[config.mk]
export PLATFORM = sky130hd
export DESIGN_NAME = fetch_ctrl
export DESIGN_NICKNAME = d
export VERILOG_FILES = /design/src/rtl/fetch_pkg.sv /design/src/rtl/fetch_queue.sv /design/src/rtl/fetch_ctrl.sv
export SDC_FILE = /design/constraint.sdc
export NUM_CORES = 1
export LEC_CHECK = 0
export ABC_CLOCK_PERIOD_IN_PS = 2600
export BUFFER_PORTS_ARGS = -buffer_cell sky130_fd_sc_hd__clkbuf_2
export CAP_MARGIN = 10
export CORE_MARGIN = 2
export CORE_UTILIZATION = 53
export CTS_CLUSTER_DIAMETER = 200
export CTS_CLUSTER_SIZE = 28
export DETAILED_ROUTE_END_ITERATION = 8
export PLACE_DENSITY = 0.8
export SLEW_MARGIN = 30
export SYNTH_ARGS = -nofsm -noshare
export SYNTH_HDL_FRONTEND = slang
export SYNTH_SLANG_ARGS = --single-unit
[constraint.sdc]
create_clock -name clk -period 2.6 [get_ports clk]
set_clock_uncertainty 0.2 [all_clocks]
set_input_delay 0.13 -clock clk [delete_from_list [all_inputs] [get_ports clk]]
set_output_delay 0.13 -clock clk [all_outputs]
set_load 0.005 [all_outputs]
[src/rtl/fetch_pkg.sv]
// Shared types and constants for the fetch sequencer: FSM states,
// queue entry layout and the halt opcode.
package fetch_pkg;

  localparam logic [7:0] HALT_OPCODE = 8'hF4;
  localparam int         ENTRY_W     = 75;

  typedef enum logic [1:0] {
    INIT = 2'd0,
    RUN  = 2'd1,
    HALT = 2'd2
  } fetch_state_t;

  typedef struct packed {
    logic [31:0] pc;
    logic [39:0] instr;
    logic [2:0]  len;
  } fetch_entry_t;

  function automatic logic is_halt_op(input logic [7:0] opcode);
    return (opcode == HALT_OPCODE);
  endfunction

endpackage

[src/rtl/fetch_queue.sv]
// In-order instruction queue between fetch and decode; power-of-two depth,
// flush clears occupancy and pointers but leaves storage untouched.
module fetch_queue
  import fetch_pkg::*;
#(
  parameter int QDEPTH = 2
) (
  input  logic                      clk,
  input  logic                      rst_n,
  input  logic                      push,
  input  logic                      pop,
  input  logic                      flush,
  input  fetch_entry_t              push_entry,
  output logic                      full,
  output logic                      empty,
  output logic [$clog2(QDEPTH):0]   count,
  output fetch_entry_t              head
);

  localparam int PW = $clog2(QDEPTH);
  localparam logic [PW-1:0] PTR_ONE = PW'(1);
  localparam logic [PW:0]   CNT_ONE = (PW + 1)'(1);
  localparam logic [PW:0]   CNT_MAX = (PW + 1)'(QDEPTH);

  fetch_entry_t  mem_r [QDEPTH];
  logic [PW-1:0] wr_ptr_r;
  logic [PW-1:0] rd_ptr_r;
  logic [PW:0]   count_r;
  logic          push_s;
  logic          pop_s;

  // Qualify requests so the queue can never over- or under-run.
  always_comb begin
    push_s = push & ~flush & (count_r != CNT_MAX);
    pop_s  = pop & ~flush & (count_r != {(PW + 1){1'b0}});
  end

  // Entry storage, cleared on reset so an empty head reads as zero.
  always_ff @(posedge clk or negedge rst_n) begin
    if (!rst_n) begin
      for (int i = 0; i < QDEPTH; i++) begin
        mem_r[i] <= {ENTRY_W{1'b0}};
      end
    end else if (push_s) begin
      mem_r[wr_ptr_r] <= push_entry;
    end
  end

  // Pointers and occupancy; pointers wrap naturally at the power-of-two depth.
  always_ff @(posedge clk or negedge rst_n) begin
    if (!rst_n) begin
      wr_ptr_r <= {PW{1'b0}};
      rd_ptr_r <= {PW{1'b0}};
      count_r  <= {(PW + 1){1'b0}};
    end else if (flush) begin
      wr_ptr_r <= {PW{1'b0}};
      rd_ptr_r <= {PW{1'b0}};
      count_r  <= {(PW + 1){1'b0}};
    end else begin
      if (push_s) wr_ptr_r <= wr_ptr_r + PTR_ONE;
      if (pop_s)  rd_ptr_r <= rd_ptr_r + PTR_ONE;
      case ({push_s, pop_s})
        2'b10:   count_r <= count_r + CNT_ONE;
        2'b01:   count_r <= count_r - CNT_ONE;
        default: count_r <= count_r;
      endcase
    end
  end

  // Status flags and head view straight from the registered state.
  always_comb begin
    full  = (count_r == CNT_MAX);
    empty = (count_r == {(PW + 1){1'b0}});
    count = count_r;
    head  = mem_r[rd_ptr_r];
  end

endmodule

[src/rtl/fetch_ctrl.sv]
// Fetch-stage sequencer: owns the PC, runs the INIT/RUN/HALT FSM and feeds
// fetched instructions to decode through fetch_queue.
module fetch_ctrl
  import fetch_pkg::*;
#(
  parameter logic [31:0] RESET_PC = 32'h0000_0000,
  parameter int          QDEPTH   = 2
) (
  input  logic        clk,
  input  logic        rst_n,
  output logic [31:0] f_pc,
  output logic        f_pc_we,
  input  logic [39:0] f_instr,
  input  logic [31:0] f_next_pc,
  input  logic [2:0]  f_instr_length,
  output logic        d_valid,
  input  logic        d_ready,
  output logic [31:0] d_pc,
  output logic [39:0] d_instr,
  output logic [2:0]  d_length,
  input  logic        redirect_valid,
  input  logic [31:0] redirect_pc,
  output logic        halted
);

  localparam int CW = $clog2(QDEPTH) + 1;

  fetch_state_t  state_r;
  fetch_state_t  state_next_s;
  logic [31:0]   pc_r;
  logic [31:0]   pc_next_s;
  logic          push_s;
  logic          pop_s;
  logic          q_full_s;
  logic          q_empty_s;
  logic [CW-1:0] q_count_s;
  fetch_entry_t  push_entry_s;
  fetch_entry_t  head_s;

  // Push never looks at d_ready, keeping d_ready off the f_pc_we path.
  always_comb begin
    push_s             = (state_r == RUN) & ~q_full_s & ~redirect_valid;
    pop_s              = d_ready & ~q_empty_s;
    push_entry_s.pc    = pc_r;
    push_entry_s.instr = f_instr;
    push_entry_s.len   = f_instr_length;
  end

  // Next state and next PC; redirect overrides everything.
  always_comb begin
    state_next_s = state_r;
    pc_next_s    = pc_r;
    if (redirect_valid) begin
      state_next_s = RUN;
      pc_next_s    = redirect_pc;
    end else begin
      case (state_r)
        INIT:    state_next_s = RUN;
        RUN:     state_next_s = (push_s && is_halt_op(f_instr[7:0])) ? HALT : RUN;
        HALT:    state_next_s = HALT;
        default: state_next_s = INIT;
      endcase
      if (push_s) begin
        pc_next_s = f_next_pc;
      end else begin
        pc_next_s = pc_r;
      end
    end
  end

  // FSM state and architectural PC registers.
  always_ff @(posedge clk or negedge rst_n) begin
    if (!rst_n) begin
      state_r <= INIT;
      pc_r    <= RESET_PC;
    end else begin
      state_r <= state_next_s;
      pc_r    <= pc_next_s;
    end
  end

  fetch_queue #(
    .QDEPTH (QDEPTH)
  ) u_queue (
    .clk        (clk),
    .rst_n      (rst_n),
    .push       (push_s),
    .pop        (pop_s),
    .flush      (redirect_valid),
    .push_entry (push_entry_s),
    .full       (q_full_s),
    .empty      (q_empty_s),
    .count      (q_count_s),
    .head       (head_s)
  );

  // Port views of the PC, handshake and queue head.
  always_comb begin
    f_pc     = pc_r;
    f_pc_we  = push_s;
    d_valid  = (q_count_s != {CW{1'b0}});
    d_pc     = head_s.pc;
    d_instr  = head_s.instr;
    d_length = head_s.len;
    halted   = (state_r == HALT);
  end

endmodule

==> reports/summary.txt, run 1 <==
Grt ovf -> 0
Min Tclk post-route -> 2.51 ns
# fillers -> 976
Final setup vio count -> 0
Num CTS Buffers -> 17
Commonest non-fill, non-tap cell in the layout -> mux2_2
Clk buf depth -> 2
Initial Util -> 53.8%
WP data arrival -> 2.61 ns
Die Y -> 131 um
Worst setup SP type -> primary input
Critical path class -> primary input to register
Hold Fails Final Rpt -> 0
Diode count -> 0
Initial DRT Pass Iterations -> 4
Run status -> complete, no violations
Share of cells above drive strength 1 -> 63.5%
Syn nets -> 649
Fin crit share -> 96.7%
Via count -> 5741
Worst skew pair latency -> 0.43 ns
Initial antenna violation count -> 0
Top cells by area, synth -> dfrtp_1 (55%), mux2_2 (33%), mux2_4 (6.9%), buf_12 (0.94%), buf_2 (0.76%)
Power Dens Cells -> 761 mW/mm2
Register Area -> 0.00471 mm2
Clk pin slew, worst setup/hold paths -> 0.07 ns
RSZ-0062 raised after global routing -> false
Routed wire length -> 20200 um
Max-cap viol count -> 0
Max_slew headroom -> 60.6%
Syn Area/Cell -> 15.8 um2
Die W -> 131 um
Synth Cell Area -> 0.00852 mm2
Fin Setup TNS -> 0 ns
Row cnt -> 46
First-pass GRT wire length -> 31800 um
Final count of pins violating max slew -> 0
Worst EP required -> 2.70 ns
Routed WL per cell -> 18.4 um
Final ANT Viol Nets -> 0
Post-synthesis cell type with the largest combined area -> dfrtp_1
Mapped Cells -> 538
# IOs -> 221
Synth Register Bits -> 188
Multi-input logic area -> 0.00360 mm2
Drt via density -> 5.23
Synth top area share -> 55.2%
Post-layout nets -> 979
DRC -> 0
Leak pwr -> 5.39 nW
Synth Warn # -> 0
Worst Hold Class -> primary input to async pin
Most frequent cells in the layout -> mux2_2 (250), clkbuf_2 (219), dfrtp_1 (187), dlygate4sd3_1 (110), mux2_4 (39)
CTS H-Tree Depth -> 4
Seq/Total Area, Yosys -> 55.2%
CP max FO -> 37
Post-DP HPWL -> 12000 um
Core Box Area -> 0.0158 mm2
F_max -> 0.398 GHz
Non-Filler Instances -> 1097
DR iter-0 viols -> 219
Area growth, synth to finish -> 36.8%
Overall Power -> 0.00887 W
Vias in the first global route -> 6448
CP endpoint kind -> register
Number of buffers added on ports -> 220
Largest net degree at the start of global routing -> 61
Root Driver -> clkbuf_16
Final Wtd Congestion -> 0.724
CTS Sinks -> 188
Tightest Pin Transition -> 0.592 ns
VDD IR-drop max -> 0.000487 V
All-layer global routing usage -> 24.1%
CTS tree -> built
Placed cell count -> 954
Distinct cells, synth -> 28
Die area -> 0.0171 mm2
==> layout make-up <==
cell class / instances / share of cell area (%)
Clock buffer: 18 / 3.68
Sequential cell: 188 / 40.4
Timing Repair Buffer: 344 / 20.9
Inverter: 2 / 0.0644
Tap cell: 216 / 2.32
Multi-Input combinational cell: 315 / 30.8
Clock inverter: 14 / 1.84
==> worst max-delay path, cell delays in order <==
cell,delay (ns)
dlygate4sd3_1,0.53
clkbuf_2,0.19
buf_4,0.48
mux2_2,0.42
dlygate4sd3_1,0.55
mux2_2,0.28
==> logic make-up (layout without fill, tap and decap cells) <==
| kind of cell | after synthesis | after routing | synth area share [%] |
|---|---|---|---|
| buffers and inverters | 35 | 378 | 2.80 |
| AND/OR/NAND/NOR | 14 | 14 | 1.09 |
| AO/OA/AOI/OAI | 10 | 10 | 0.778 |
| multiplexers | 290 | 290 | 40.0 |
| flip-flops | 188 | 188 | 55.2 |
| XOR/XNOR | 1 | 1 | 0.103 |
==> sequential cells by signal, summed over array words and instances, names as in the netlist <==
name,count
f_pc,32
state_r,2
u_queue.count,2
u_queue.mem_r,150
u_queue.rd_ptr_r,1
u_queue.wr_ptr_r,1
==> routing by layer <==
metal | GRT usage (%) | share of wire (%) | up-vias
li1 | - | - | 2601
met3 | 7.33 | 5.9 | 34
met1 | 27.6 | 41 | 2927
met4 | 7.95 | 1.8 | 0
met5 | 0 | 0 | -
met2 | 43.4 | 52 | 179
==> timing repair <==
| action | in CTS | in global routing |
|---|---|---|
| hold buffers | 110 | 0 |
| buffers inserted | 0 | 0 |
| resized for setup | 0 | 0 |
| endpoints found under the setup margin | 0 | 0 |
| endpoints found under the hold margin | 286 | 0 |
==> final timing paths <==
check / startpoint / endpoint / slack [ns] / depth (start not counted)
min: rst_n / u_queue.mem_r[103]$_DFFE_PN0P_ / 0.06 / 2
max reg2reg: u_queue.count[1]$_DFFE_PN0P_ / u_queue.mem_r[123]$_DFFE_PN0P_ / 0.29 / 4
min reg2reg: u_queue.mem_r[141]$_DFFE_PN0P_ / u_queue.mem_r[141]$_DFFE_PN0P_ / 0.30 / 1
max: redirect_valid / f_pc[1]$_DFFE_PN0P_ / 0.09 / 6
min in group clk: f_instr[33] / u_queue.mem_r[36]$_DFFE_PN0P_ / 0.30 / 3
max in group asynchronous: rst_n / u_queue.mem_r[121]$_DFFE_PN0P_ / 1.38 / 3
==> cell usage after synthesis, drive strengths merged <==
cell type	n
nand2b	1
mux2	289
nor2b	4
mux2i	1
or4	1
buf	24
nand4b	1
dfrtp	188
nor2	1
inv	2
a21oi	3
xor2	1
o211ai	1
a22o	1
nand2	1
or2	1
nor4bb	1
o21bai	2
o21ai	2
clkbuf	9
nor3	1
o2bb2a	1
nor4	2
==> per-stage QoR <==
step	hold slack (ns)	worst slack, ns	util, %	area (um2)
final	0.0594	0.0862	73.7	11700
after detailed placement	-0.0505	0.268	62.5	9890
after floorplan	-0.366	0.531	-	8520
after CTS	0.0704	0.157	73.5	11600
after global placement	-0.0684	0.407	62.5	9890
after global routing	0.112	0.0644	73.7	11700
==> power breakdown <==
group / internal (W) / switching (W) / leakage, nW
combinational: 0.00134 / 0.000775 / 2.87
clock: 0.00171 / 0.00111 / 0.319
sequential: 0.00355 / 0.000377 / 2.20
No activity file was read; power rests on OpenSTA's default activity.
==> inputs of run 2 (changes only) <==
--- a/config.mk
+++ b/config.mk
@@ -5,16 +5,16 @@
 export SDC_FILE = /design/constraint.sdc
 export NUM_CORES = 1
 export LEC_CHECK = 0
-export ABC_CLOCK_PERIOD_IN_PS = 2600
+export ABC_CLOCK_PERIOD_IN_PS = 3100
 export BUFFER_PORTS_ARGS = -buffer_cell sky130_fd_sc_hd__clkbuf_2
 export CAP_MARGIN = 10
 export CORE_MARGIN = 2
-export CORE_UTILIZATION = 53
-export CTS_CLUSTER_DIAMETER = 200
+export CORE_UTILIZATION = 58
 export CTS_CLUSTER_SIZE = 28
 export DETAILED_ROUTE_END_ITERATION = 8
-export PLACE_DENSITY = 0.8
+export PLACE_DENSITY = 0.86
 export SLEW_MARGIN = 30
 export SYNTH_ARGS = -nofsm -noshare
 export SYNTH_HDL_FRONTEND = slang
+export SYNTH_HIERARCHICAL = 1
 export SYNTH_SLANG_ARGS = --single-unit
==> constraint.sdc (replaced) <==
create_clock -name clk -period 3.1 [get_ports clk]
set_clock_uncertainty 0.2 [all_clocks]
set_input_delay 0.155 -clock clk [delete_from_list [all_inputs] [get_ports clk]]
set_output_delay 0.155 -clock clk [all_outputs]
set_load 0.005 [all_outputs]
==> run 2 against run 1 <==
Compared with the run above:
- utilization increased by 4.4 points
- critical path depth unchanged
- register-to-register slack improved by 0.09 ns
- synthesized area increased by 3.5%
- synthesized cell count increased by 0.37%
- wire length increased by 5.3%
- critical endpoint is now u_queue/mem_r[20]$_DFFE_PN0P_
- largest cell class unchanged
- highest routed layer unchanged
==> reports/summary.txt, run 2 <==
Run status -> complete, no violations
Final setup vio count -> 0
Worst EP required -> 3.20 ns
Max FFs per register -> 150
CP endpoint kind -> register
CP top delay family -> simple AND/OR/NAND/NOR gates
Mux cell area share after synthesis -> 41.5%
Diode count -> 0
Post-CTS Repair Setup Buffers -> 0
Die Y -> 127 um
Distinct cells, synth -> 30
DRC -> 0
Root Driver -> clkbuf_16
Final Cell Area -> 0.0117 mm2
Commonest non-fill, non-tap cell in the layout -> clkbuf_2
Row cnt -> 45
Leak pwr -> 5.64 nW
VDD IR-drop max -> 0.000430 V
Power Dens Cells -> 683 mW/mm2
Worst Hold Class -> primary input to async pin
First-pass GRT wire length -> 33900 um
Min Tclk post-route -> 2.72 ns
Max-cap viol count -> 0
Top cells by area, synth -> dfrtp_1 (53%), mux2_2 (23%), mux2_4 (19%), buf_6 (1.7%), buf_2 (0.57%)
Fin Setup TNS -> 0 ns
Cts hold-fix bufs -> 110
Syn Area/Cell -> 16.3 um2
Num CTS Buffers -> 17
Count leader, synth -> dfrtp_1
Initial Util -> 58.7%
Worst skew pair latency -> 0.43 ns
Clock power share -> 25.9%
Complex-gate fraction of the synthesized area -> 0.610%
Tightest Pin Transition -> 0.729 ns
Initial antenna violation count -> 0
CTS resizes -> 0
Share of cells above drive strength 1 -> 62.9%
Post-layout nets -> 983
Power share of the sequential group -> 45.9%
Post-synthesis cell type with the largest combined area -> dfrtp_1
Post-synthesis async set-or-reset flop share -> 100%
P_int -> 0.00586 W
Most frequent cells in the layout -> clkbuf_2 (219), dfrtp_1 (187), mux2_2 (180), dlygate4sd3_1 (110), mux2_4 (109)
Routed wire length -> 21300 um
Area growth, synth to finish -> 33.1%
CP max stage delay -> 0.54 ns
Clk pin slew, worst setup/hold paths -> 0.07 ns
Final count of pins violating max slew -> 0
Synth Area in Simple Gates -> 1.75%
Comb pwr share -> 28.2%
R2R depth -> 6
Top reg by flops -> u_queue/mem_r
CTS Sinks -> 188
Largest family of logic cells by synthesized area -> multiplexers
# IOs -> 221
Synth top area share -> 53.3%
Number of synthesized flops with an enable pin -> 0
Clk buf depth -> 2
Initial DRT Pass Iterations -> 4
Synth Flop Type -> dfrtp_1
Adder-Cell Fraction of Synth Area -> 0%
Drt via density -> 5.47
Synth Warn # -> 6
All-layer global routing usage -> 27.0%
WP data arrival -> 2.83 ns
Final Wtd Congestion -> 0.798
Max_slew headroom -> 51.4%
DP Worst Slack -> 0.451 ns
Post-synth top cells -> dfrtp_1 (188), mux2_2 (180), mux2_4 (109)
Vias in the first global route -> 6613
Synth Cell Area -> 0.00882 mm2
DR iter-0 viols -> 213
Hold Fails Final Rpt -> 0
Synth Area in XOR/XNOR -> 0.0993%
Setup slack, reg-to-reg -> 0.38 ns
Syn nets -> 651
F_max -> 0.367 GHz
Largest net degree at the start of global routing -> 70
Critical-path top delay cell -> or4b_4
Crit path cell chain -> nor2b_1 -> nor4b_2 -> inv_1 -> or4b_4 -> buf_4 -> mux2_2
Critical path class -> register to register
Synth Register Bits -> 188
RR Startpoint -> u_queue/count[1]$_DFFE_PN0P_
CTS H-Tree Depth -> 4
Die W -> 127 um
CP max FO -> 42
End of the worst register-to-register path -> u_queue/mem_r[20]$_DFFE_PN0P_
Area of placed instances -> 0.0101 mm2
Post-DP HPWL -> 12600 um
Die area -> 0.0162 mm2
CTS tree -> built
Mapped Cells -> 540
Grt ovf -> 0
Switch share -> 26.9%
Via count -> 5870
Number of buffers added on ports -> 220
RSZ-0062 raised after global routing -> false
CP bufs+invs -> 2
Worst setup SP type -> register
Fin crit share -> 87.9%
Core Box Area -> 0.0150 mm2
Seq/Total Area, Yosys -> 53.3%
Final ANT Viol Nets -> 0
Slack of the critical path -> 0.375 ns
Routed WL per cell -> 19.8 um
NetSw -> 0.00216 W
## run 2: cell types whose count changed in the layout (fill, tap and decap cells not counted), sizes merged, moves of 2 or more
cell,before,now
o21ai,2,4
bufinv,5,1
o21bai,2,0
inv,6,2
or4b,0,2
nor2,1,4
clkbuf,237,245
## run 2: kinds of logic (layout without fill, tap and decap cells)
logic type             Yosys count  in the layout
AND/OR/NAND/NOR                 20             20
buffers and inverters           33            378
flip-flops                     188            188
XOR/XNOR                         1              1
AO/OA/AOI/OAI                    9              9
multiplexers                   289            289
## run 2: stage by stage
stage,power [W],utilization [%],hold WS [ns],cells
global placement,0.00562,67.1,-0.0967,931
CTS,0.00799,78.1,0.0187,1073
floorplan,0.00494,-,-0.341,540
finish,0.00802,78.1,0.0518,1073
detailed placement,0.00579,67.1,-0.0877,931
global route,0.00839,78.1,0.0769,1073
## run 2: final cells by class
class | instances | area [um2]
repair buffers | 344 | 2350
fillers | 822 | 3290
inverters | 2 | 7.51
flip-flops and latches | 188 | 4710
clock inverters | 6 | 61.3
well taps | 188 | 235
clock buffers | 26 | 489
multi-input cells | 319 | 3890
## run 2: worst reg2reg max path: cells and delay by family (launching register included)
family                 cells  cell delay, ns
and+or+nand+nor            3            1.03
muxes                      1            0.42
buffers and inverters      2            0.51
DFF                        1            0.43
## run 2: metal layers
metal	share of wire (%)	track usage [%]	up-vias
li1	-	-	2616
met1	40	31.2	3013
met2	53	48.8	209
met3	5.6	6.91	32
met4	1.8	9.24	0
met5	0	0	-
## run 2: power groups by stage
stage                     Clock (W)  Combinational, W  Sequential [W]
after CTS                   0.00210           0.00224         0.00365
after detailed placement          0           0.00211         0.00368
after global routing        0.00221           0.00242         0.00376
after floorplan                   0           0.00143         0.00351
after global placement            0           0.00201         0.00361
final                       0.00208           0.00226         0.00368
## run 2: worst max-delay path by stage
stage / from / slack (ns) / depth (start not counted) / to
6_report: u_queue/count[1]$_DFFE_PN0P_ / 0.38 / 6 / u_queue/mem_r[20]$_DFFE_PN0P_
2_1_floorplan: u_queue/count[1]$_DFFE_PN0P_ / 0.37 / 7 / u_queue/mem_r[100]$_DFFE_PN0P_
3_3_place_gp: u_queue/count[1]$_DFFE_PN0P_ / 0.57 / 6 / u_queue/mem_r[29]$_DFFE_PN0P_
5_1_grt: u_queue/count[1]$_DFFE_PN0P_ / 0.23 / 6 / u_queue/mem_r[25]$_DFFE_PN0P_
4_1_cts: u_queue/count[1]$_DFFE_PN0P_ / 0.42 / 6 / u_queue/mem_r[26]$_DFFE_PN0P_
3_5_place_dp: u_queue/count[1]$_DFFE_PN0P_ / 0.45 / 6 / u_queue/mem_r[26]$_DFFE_PN0P_
